## config.mk

```make
export PLATFORM = sky130hd
export DESIGN_NAME = game_sequencer
export DESIGN_NICKNAME = d
export VERILOG_FILES = /design/src/rtl/game_sequencer_pkg.sv /design/src/rtl/game_sequencer_timer.sv /design/src/rtl/game_sequencer.sv
export SDC_FILE = /design/constraint.sdc
export NUM_CORES = 1
export LEC_CHECK = 0
export ABC_AREA = 1
export CORE_AREA = 2 2 75 77
export DETAILED_ROUTE_END_ITERATION = 7
export DIE_AREA = 0 0 77 79
export PLACE_DENSITY = 0.7
export SETUP_SLACK_MARGIN = 0.1
export SLEW_MARGIN = 20
export SYNTH_ARGS = -nofsm -noshare
export SYNTH_HDL_FRONTEND = slang
export SYNTH_SLANG_ARGS = --single-unit
```

## constraint.sdc

```tcl
create_clock -name CLOCK_25 -period 1.5 [get_ports CLOCK_25]
set_clock_uncertainty 0.05 [all_clocks]
set_input_delay 0.3 -clock CLOCK_25 [delete_from_list [all_inputs] [get_ports CLOCK_25]]
set_output_delay 0.3 -clock CLOCK_25 [all_outputs]
set_load 0.01 [all_outputs]
```

## src/rtl/game_sequencer_pkg.sv

```systemverilog
// Shared state encodings, default win score and sizing helper for the Pong game sequencer.
package game_sequencer_pkg;

  typedef enum logic [2:0] {
    ST_IDLE      = 3'd0,
    ST_SERVE     = 3'd1,
    ST_PLAY      = 3'd2,
    ST_PAUSE     = 3'd3,
    ST_POINT     = 3'd4,
    ST_GAME_OVER = 3'd5
  } state_t;

  localparam int unsigned WIN_SCORE_DEFAULT = 7;

  function automatic int unsigned max3(input int unsigned a, input int unsigned b,
                                       input int unsigned c);
    int unsigned m;
    m = (a > b) ? a : b;
    return (m > c) ? m : c;
  endfunction

endpackage

```

## src/rtl/game_sequencer_timer.sv

```systemverilog
// game_tick_timer: loadable down-counter stepped by ball_tick; expire is high on the tick where it reaches 1.
module game_tick_timer #(
  parameter int unsigned W = 8
) (
  input  logic         clk,
  input  logic         rst_n,
  input  logic         load,
  input  logic [W-1:0] value,
  input  logic         ball_tick,
  output logic         expire
);

  logic [W-1:0] count;

  // A tick coinciding with load is counted, so a load issued the cycle after a
  // state entry behaves as if the count had been loaded on the entry edge.
  always_ff @(posedge clk) begin
    if (!rst_n) begin
      count <= '0;
    end else if (load) begin
      count <= (ball_tick && value != '0) ? value - W'(1) : value;
    end else if (ball_tick && count != '0) begin
      count <= count - W'(1);
    end
  end

  assign expire = ball_tick && (load ? (value == W'(1)) : (count == W'(1)));

endmodule

```

## src/rtl/game_sequencer.sv

```systemverilog
// Pong game controller: idle/serve/play/pause/point/game-over sequencing, scores and win decision.
// Build option: define PONG_AUTO_SERVE_EN to serve automatically after SERVE_TICKS ball ticks.
module game_sequencer
  import game_sequencer_pkg::*;
#(
  parameter int unsigned WIN_SCORE   = WIN_SCORE_DEFAULT,
  parameter int unsigned SCORE_W     = 3,
  parameter int unsigned SERVE_TICKS = 60,
  parameter int unsigned POINT_TICKS = 30,
  parameter int unsigned OVER_TICKS  = 180
) (
  input  logic               CLOCK_25,
  input  logic               RESET_N,
  input  logic               ball_tick,
  input  logic               start_key,
  input  logic               pause_key,
  input  logic               miss_p1,
  input  logic               miss_p2,
  output logic               run_en,
  output logic               ball_reset,
  output logic               serve_left,
  output logic [SCORE_W-1:0] score_1,
  output logic [SCORE_W-1:0] score_2,
  output logic [1:0]         winner,
  output logic               game_over,
  output logic [2:0]         state_o
);

  localparam int unsigned TW = $clog2(max3(SERVE_TICKS, POINT_TICKS, OVER_TICKS) + 1);
  localparam logic [SCORE_W-1:0] WIN = SCORE_W'(WIN_SCORE);

  state_t            state;
  logic              start_prev, pause_prev;
  logic              start_rise, pause_rise;
  logic              tmr_load, expire;
  logic [TW-1:0]     tmr_value;
  logic [SCORE_W-1:0] inc_1, inc_2;

  assign start_rise = start_key & ~start_prev;
  assign pause_rise = pause_key & ~pause_prev;
  assign inc_1      = score_1 + SCORE_W'(1);
  assign inc_2      = score_2 + SCORE_W'(1);
  assign state_o    = state;

  game_tick_timer #(.W(TW)) u_timer (
    .clk       (CLOCK_25),
    .rst_n     (RESET_N),
    .load      (tmr_load),
    .value     (tmr_value),
    .ball_tick (ball_tick),
    .expire    (expire)
  );

  always_ff @(posedge CLOCK_25) begin
    if (!RESET_N) begin
      state      <= ST_IDLE;
      start_prev <= 1'b0;
      pause_prev <= 1'b0;
      tmr_load   <= 1'b0;
      tmr_value  <= '0;
      run_en     <= 1'b0;
      ball_reset <= 1'b0;
      serve_left <= 1'b0;
      score_1    <= '0;
      score_2    <= '0;
      winner     <= 2'b00;
      game_over  <= 1'b0;
    end else begin
      start_prev <= start_key;
      pause_prev <= pause_key;
      ball_reset <= 1'b0;
      tmr_load   <= 1'b0;
      case (state)
        ST_IDLE: begin
          if (start_rise) begin
            state      <= ST_SERVE;
            score_1    <= '0;
            score_2    <= '0;
            winner     <= 2'b00;
            ball_reset <= 1'b1;
            tmr_load   <= 1'b1;
            tmr_value  <= TW'(SERVE_TICKS);
          end
        end
        ST_SERVE: begin
`ifdef PONG_AUTO_SERVE_EN
          if (expire) begin
`else
          if (start_rise) begin
`endif
            state     <= ST_PLAY;
            run_en    <= 1'b1;
            tmr_load  <= 1'b1;
            tmr_value <= '0;
          end
        end
        ST_PLAY: begin
          if (miss_p1 || miss_p2) begin
            run_en    <= 1'b0;
            state     <= ST_POINT;
            tmr_load  <= 1'b1;
            tmr_value <= TW'(POINT_TICKS);
            if (miss_p1 && miss_p2) begin
              serve_left <= ~serve_left;
              ball_reset <= 1'b1;
            end else if (miss_p1) begin
              score_2    <= inc_2;
              serve_left <= 1'b1;
              if (inc_2 == WIN) begin
                state     <= ST_GAME_OVER;
                winner    <= 2'b10;
                game_over <= 1'b1;
                tmr_value <= TW'(OVER_TICKS);
              end else begin
                ball_reset <= 1'b1;
              end
            end else begin
              score_1    <= inc_1;
              serve_left <= 1'b0;
              if (inc_1 == WIN) begin
                state     <= ST_GAME_OVER;
                winner    <= 2'b01;
                game_over <= 1'b1;
                tmr_value <= TW'(OVER_TICKS);
              end else begin
                ball_reset <= 1'b1;
              end
            end
          end else if (pause_rise) begin
            state     <= ST_PAUSE;
            run_en    <= 1'b0;
            tmr_load  <= 1'b1;
            tmr_value <= '0;
          end
        end
        ST_PAUSE: begin
          if (pause_rise) begin
            state     <= ST_PLAY;
            run_en    <= 1'b1;
            tmr_load  <= 1'b1;
            tmr_value <= '0;
          end
        end
        ST_POINT: begin
          if (expire) begin
            state     <= ST_SERVE;
            tmr_load  <= 1'b1;
            tmr_value <= TW'(SERVE_TICKS);
          end
        end
        ST_GAME_OVER: begin
          if (start_rise) begin
            state      <= ST_SERVE;
            score_1    <= '0;
            score_2    <= '0;
            winner     <= 2'b00;
            game_over  <= 1'b0;
            ball_reset <= 1'b1;
            tmr_load   <= 1'b1;
            tmr_value  <= TW'(SERVE_TICKS);
          end else if (expire) begin
            state     <= ST_IDLE;
            game_over <= 1'b0;
            tmr_load  <= 1'b1;
            tmr_value <= '0;
          end
        end
        default: begin
          state  <= ST_IDLE;
          run_en <= 1'b0;
        end
      endcase
    end
  end

endmodule

```

==> results.txt, run 1 <==
----------------------------------------------------
[Outcome]
  Status ... finished, violations left
  Violated checks ... negative setup slack

[Synth]
  Proportion of synthesized flip-flops having asynchronous set or reset ... 0%
  Synth Net Count ... roughly 380
  Post-synthesis register bit count ... 34
  Most frequent cells after synthesis ... 103 x sky130_fd_sc_hd__nand2_1, 42 x sky130_fd_sc_hd__nor2_1, 39 x sky130_fd_sc_hd__inv_1, 34 x sky130_fd_sc_hd__dfxtp_1, 30 x sky130_fd_sc_hd__nand3_1
  Sequential element share of the synthesized area ... roughly 29%
  Yosys cell types ... 35
  Number of flops mapped to enable cells by yosys ... 0
  Mapped cell area ... roughly 2300 µm²
  Most instantiated flip-flop cell in the synthesis netlist ... sky130_fd_sc_hd__dfxtp_1
  Mean cell area of the mapped netlist ... approximately 6.4 µm²
  Ys Warns ... 0
  Most used standard cell by instance count after synthesis ... sky130_fd_sc_hd__nand2_1
  Share of the synthesized area in the top cell type ... 29.2%
  Cell type contributing the most total cell area after synthesis ... sky130_fd_sc_hd__dfxtp_1
  Synth Instances ... ~360
  Dominant cells by area after synthesis ... sky130_fd_sc_hd__dfxtp_1 29%, sky130_fd_sc_hd__nand2_1 17%, sky130_fd_sc_hd__nor2_1 6.8%

[Finish]
  Area Overhead vs Synth ... 67.4%
  Sequential cell area in the final layout ... roughly 700 µm²
  Final design utilization ... around 73%
  Layout Nets ... roughly 470
  Area taken by multi-input logic gates ... roughly 2000 µm²
  Fraction of final layout cells with drive strength greater than 1 ... approximately half
  Total of fill cells in the finished design ... 409
  Antenna Cells ... 0

[STA]
  Min setup slack post-route ... -0.0852 ns
  Final max-slew violation count ... 0
  Actual slew at the worst max-slew pin ... roughly 0.58 ns
  Endpoints failing hold ... 0
  Final critical-path required period ... roughly 1.6 ns
  Worst max-slew margin expressed relative to the limit ... slightly above 60%
  Number of failing setup endpoints in the final timing report ... 12
  Share of the cycle needed by the critical path after routing ... 106%
  Setup repair after global routing missed its margin ... yes
  Worst slack on hold paths ... slightly above 0.2 ns
  Max Freq ... 631 MHz

[Power and ir drop]
  Static leakage ... approximately 1.8 nW
  Total power after layout ... between 8 and 9 mW
  IR Drop Worst-Case VDD ... around 1.3 mV
  Pwr Density ... between 2000 and 2500 nW/µm²

[Clock tree]
  Number of clock sinks seen by CTS ... 34
  Clock-pin slew of the registers on the worst-case setup and hold paths ... roughly 0.080 ns
  Clock tree from TritonCTS ... done
  CTS Buf Count ... 5
  Worst-case clock buffer depth ... 2
  Clock tree root driver cell ... sky130_fd_sc_hd__clkbuf_8
  Depth of the CTS H-tree ... 2
  Number of buffers inserted by hold repair at cts ... 0
  Clk_lat worst skew ... about 0.30 ns

[Worst setup path]
  Element type at the critical path start ... flop
  Endpoint kind of the worst setup timing path ... flop
  Type of the worst setup path ... flop to flop
  Data arrival time at the worst-slack endpoint ... between 1.5 and 2 ns
  Worst Path Max Fanout ... 4
  Delay of the slowest cell on the worst path ... roughly 0.38 ns
  Library cell contributing the largest single delay on the critical path ... sky130_fd_sc_hd__dfxtp_4
  Critical Path Most Common Cell ... sky130_fd_sc_hd__nand3_1
  CP cell instances ... ha_4, xor2_2, nand2_2, nand3_1, nand2_1, nand3_1, nor2_2, nor2_1
  Critical Path RT ... 1.63 ns

[Global route]
  Number of global-route vias before repair ... around 2500
  Number of antenna violations at the first check in global routing ... 0
  Global Route met2 Usage ... about two fifths
  Pin count of the biggest net entering global routing ... 21
  Met3 usage in global routing ... approximately 3.6%
  Overall routing resource usage ... around 22%
  Met1 track demand over resource ... roughly 25%
  Wire length of the first global-routing pass ... about 11000 µm
  Most used routing layer ... met2
  Overall overflow remaining after global route ... 0

[Placed design]
  Gpl congestion ... ~1.0
  Post-placement setup slack ... -0.332 ns
  Port Buffers ... 21
  Estimated wirelength of the detail-placed design ... about 4600 µm

[Die]
  I/O Pins ... 22
  Core Box Area ... between 5000 and 6000 µm²
  Horiz. Die Dim ... 77 µm
  Floorplan die height ... 79 µm
  Overall die area ... approximately 6100 µm²
  Effective utilization at floorplan ... 43.6%
  Row cnt ... 27

[Drt]
  Total iterations of the first detailed-routing run ... 5
  Drc violations ... 0
  Final routed wire length divided by cell count ... ~15 µm
  Post-detailed-routing wire length ... 7790 µm
  Number of nets with antenna violations after detailed routing ... 0
  DRC marker count from the first detailed-route iteration ... roughly 140
  Vias per cell ... just over 5
  Via count ... roughly 2700

[Worst hold path]
  Classification of the worst-slack hold path ... input pin to flop

[Run]
  Max-Cap Viols ... 0

----------------------------------------------------
path summary, 6_finish.rpt:
path	from	endpoint	slack, ns	cells past startpoint
hold / removal	start_key	start_prev	0.20	3
setup / recovery	score_2[1]	state_o[0]	-0.09	8
hold reg to reg	winner[1]	winner[1]	0.42	2
setup reg to reg	score_2[1]	state_o[0]	-0.09	8
per-layer routing:
layer	wire length [µm]	vias up	share of wire, %
met2	4190	79	54
met3	297	18	3.8
met5	0	-	0
met4	210	0	2.7
met1	3090	1255	40
li1	-	1342	-
registers in the layout, indices dropped and copies added, names as in the netlist, 2 cells and up:
signal         count
score_2            3
u_timer.count      8
tmr_value          8
state_o            3
score_1            3
winner             2
logic make-up after synthesis:
family | share of synthesized area (%)
adder cells (fa/ha/maj) | 5.38
AO/OA/AOI/OAI | 12.5
AND/OR/NAND/NOR | 40.8
buffers and inverters | 9.89
XOR/XNOR | 2.26
flip-flops | 29.2
metrics by stage:
stage,setup TNS [ns],cell area (µm²),instances
2_1_floorplan,0,2350,361
3_3_place_gp,-6.03,3010,501
3_5_place_dp,-6.93,3010,501
4_1_cts,-0.130,3320,511
5_1_grt,-1.83,3900,528
6_report,-0.399,3900,528
critical path, delay by kind of cell, from the launching register on:
family | cells | cell delay [ns]
xor+xnor | 1 | 0.16
fa+ha+maj | 1 | 0.16
flops | 1 | 0.38
simple gates | 6 | 0.72
cell usage in the layout (no fill, tap or decap), drive strengths merged, types with 5 or more instances in the layout:
master,instances
buf,70
nor3,7
dlygate4sd2,15
inv,51
xor2,5
nand4,5
dfxtp,34
a21oi,24
nand3,35
nand2,112
ha,10
o21ai,15
clkbuf,8
nor2,48
area by class of cell:
type	instances	area share, %
multi-input combinational	271	51.4
clock buffer	7	2.22
sequential	34	18.4
tap	72	2.31
inverter	52	5.91
clock inverter	1	0.128
timing repair buffer	91	19.7
timing repair:
action | 4_1_cts | 5_1_grt
gates cloned | 1 | 0
buffers inserted | 1 | 17
endpoints found under the setup margin | 46 | 32
pin swaps | 13 | 54
gates resized for setup | 80 | 121
power breakdown:
part	switching, mW	internal (mW)	leakage [nW]
Sequential	0.348	1.27	0.287
Combinational	3.34	2.54	1.46
Clock	0.361	0.371	0.0482
(Power assumes the default switching activity.)
==> inputs of run 2 (changes only) <==
--- a/config.mk
+++ b/config.mk
@@ -6,10 +6,10 @@
 export NUM_CORES = 1
 export LEC_CHECK = 0
 export ABC_AREA = 1
-export CORE_AREA = 2 2 75 77
+export CORE_AREA = 2 2 84 70
 export DETAILED_ROUTE_END_ITERATION = 7
-export DIE_AREA = 0 0 77 79
-export PLACE_DENSITY = 0.7
+export DIE_AREA = 0 0 86 72
+export PLACE_DENSITY = 0.69
 export SETUP_SLACK_MARGIN = 0.1
 export SLEW_MARGIN = 20
 export SYNTH_ARGS = -nofsm -noshare
==> results.txt, run 2 (same netlist as run 1, synthesis figures left out) <==
----------------------------------------------------
[Outcome]
  Status ... finished, violations left
  Violated checks ... negative setup slack

[Finish]
  Area Overhead vs Synth ... 60.5%
  Leading cell types in the layout, fill and taps excluded ... 77 x sky130_fd_sc_hd__nand2_1, 66 x sky130_fd_sc_hd__buf_4, 33 x sky130_fd_sc_hd__nor2_1, 28 x sky130_fd_sc_hd__inv_1, 27 x sky130_fd_sc_hd__nand2_2
  Layout Nets ... between 400 and 500
  Antenna Cells ... 0
  Leading cell type in the layout, fill and taps excluded ... sky130_fd_sc_hd__nand2_1
  Fraction of final layout cells with drive strength greater than 1 ... a little under half
  Total of fill cells in the finished design ... roughly 420
  Area of all placed cells without fillers ... about 3700 µm²
  Leading registers by flop count ... tmr_value x8, u_timer.count x8
  Sequential cell area in the final layout ... between 700 and 800 µm²
  Area taken by multi-input logic gates ... 1840 µm²

[STA]
  Min setup slack post-route ... -0.0910 ns
  Final max-slew violation count ... 0
  Final-layout setup total negative slack ... -0.654 ns
  Actual slew at the worst max-slew pin ... between 0.5 and 0.6 ns
  Setup repair after global routing missed its margin ... yes
  Number of failing setup endpoints in the final timing report ... 11
  Max Freq ... 629 MHz
  Worst max-slew margin expressed relative to the limit ... ~66%
  Final critical-path required period ... about 1.6 ns
  Share of the cycle needed by the critical path after routing ... 106%
  Endpoints failing hold ... 0

[Drt]
  Number of nets with antenna violations after detailed routing ... 0
  DRC marker count from the first detailed-route iteration ... 196
  Post-detailed-routing wire length ... 7300 µm
  Final routed wire length divided by cell count ... about 14 µm
  Via count ... approximately 2700
  Vias per cell ... 5.09
  Drc violations ... 0
  Total iterations of the first detailed-routing run ... 4

[Clock tree]
  Clk_lat worst skew ... between 0.2 and 0.3 ns
  Number of clock sinks seen by CTS ... 34
  Worst-case clock buffer depth ... 2
  Number of buffers inserted by hold repair at cts ... 0
  Clock tree from TritonCTS ... done
  Clock-pin slew of the registers on the worst-case setup and hold paths ... around 0.070 ns
  CTS Buf Count ... 5
  Clock tree root driver cell ... sky130_fd_sc_hd__clkbuf_8
  Depth of the CTS H-tree ... 2

[Power and ir drop]
  Clock network power share ... between 10% and 20%
  Pwr Density ... around 2100 nW/µm²
  Sequential power share ... between 20 and 25%
  Net switching fraction of the power ... between 40% and 50%
  Portion of total power attributed to combinational logic ... around 70%
  Static leakage ... 1.77 nW
  NetSw ... ~3.7 mW
  IR Drop Worst-Case VDD ... roughly 1.2 mV
  Internal power summed over all cells ... 4.10 mW

[Worst setup path]
  Critical Path Most Common Cell ... sky130_fd_sc_hd__nand2_2
  CP cell instances ... inv_2, ha_4, nand2_2, nor2_2, nand2_1, nand2_2, nand3_2, nand2_4, nand3_4, o21bai_1, inv_1
  Worst Path Max Fanout ... 7
  Element type at the critical path start ... flop
  Endpoint kind of the worst setup timing path ... flop
  Data arrival time at the worst-slack endpoint ... about 1.7 ns
  Library cell contributing the largest single delay on the critical path ... sky130_fd_sc_hd__dfxtp_2
  Worst setup slack for register-to-register paths ... -0.09 ns
  Critical Path RT ... ~1.6 ns
  Type of the worst setup path ... flop to flop
  Category of cells accounting for the largest share of critical-path delay ... simple AND/OR/NAND/NOR gates
  Buf+Inv Stages, Crit Path ... 2
  Delay of the slowest cell on the worst path ... 0.33 ns

[Worst hold path]
  Classification of the worst-slack hold path ... input pin to flop

[Die]
  Core Box Area ... about 5300 µm²
  Floorplan die height ... 72 µm
  Row cnt ... 24
  Overall die area ... between 6000 and 7000 µm²
  Effective utilization at floorplan ... 43.8%
  I/O Pins ... 22
  Horiz. Die Dim ... 86 µm

[Global route]
  Number of global-route vias before repair ... ~2500
  Wire length of the first global-routing pass ... 10900 µm
  Number of antenna violations at the first check in global routing ... 0
  Overall routing resource usage ... 22.1%
  Overall overflow remaining after global route ... 0
  Pin count of the biggest net entering global routing ... 21

[Placed design]
  Estimated wirelength of the detail-placed design ... around 4600 µm
  Gpl congestion ... approximately 0.90
  Port Buffers ... 21
  Post-Place Cell Area ... 3050 µm²

[Run]
  Max-Cap Viols ... 0

----------------------------------------------------
## run 2: cell types whose count changed in the layout (fill, tap and decap cells not counted), moves of 4 or more
cell / change
sky130_fd_sc_hd__buf_4: +9
sky130_fd_sc_hd__buf_6: -5
sky130_fd_sc_hd__dfxtp_2: -5
sky130_fd_sc_hd__inv_2: -5
sky130_fd_sc_hd__nand2_2: +6
sky130_fd_sc_hd__nand2_8: -5
sky130_fd_sc_hd__nand3_1: +4
## run 2: final cells by class
cell class                      instances  area share [%]
Clock buffer                            6            2.21
Clock inverter                          1           0.804
Inverter                               52            6.10
Multi-Input combinational cell        271            49.2
Sequential cell                        34            19.2
Tap cell                               65            2.18
Timing Repair Buffer                   94            20.3
## run 2: repair_timing
| item | 4_1_cts | 5_1_grt |
|---|---|---|
| endpoints found under the setup margin | 45 | 33 |
| buffers inserted | 6 | 9 |
| cloned | 1 | 0 |
| pin swaps | 21 | 33 |
| hold endpoints to repair | 0 | 0 |
| gates resized for setup | 90 | 80 |
## run 2: metal layers
metal | part of all wire, % | up-vias | track usage (%)
met1 | 44 | 1232 | 29.5
met3 | 5.4 | 12 | 3.64
met4 | 1.8 | 0 | 6.35
met2 | 49 | 68 | 37.0
met5 | 0 | - | 0
li1 | - | 1348 | -
## run 2: tightest hold or removal path: cells and delay by family
| family | cells | cell delay [ns] |
|---|---|---|
| buf+inv | 2 | 0.27 |
| simple gates | 1 | 0.06 |
## run 2: path summary, 6_finish.rpt
check / start / to / cells after the start
max: u_timer.count[1] / tmr_value[6] / 11
min: start_key / start_prev / 3
max reg2reg: u_timer.count[1] / tmr_value[6] / 11
min reg2reg: winner[0] / winner[0] / 2
## run 2: per-stage QoR
step                std cells  utilization, %  hold slack (ns)  total power, mW  setup slack [ns]
floorplan                 361               -            0.343             4.03           0.00456
global placement          500            57.3            0.404             5.46            -0.355
detailed placement        500            57.3            0.409             5.51            -0.351
CTS                       514            64.3            0.314             6.90           -0.0863
global route              523            70.3            0.340             8.40            -0.214
finish                    523            70.3            0.314             7.81           -0.0910
## run 2: power groups by stage
stage	Combinational [mW]	Clock, mW	Sequential (mW)
after global routing	5.81	0.927	1.67
after global placement	3.96	0	1.50
after detailed placement	4.01	0	1.50
after floorplan	2.48	0	1.55
after CTS	4.47	0.895	1.54
final	5.31	0.882	1.62
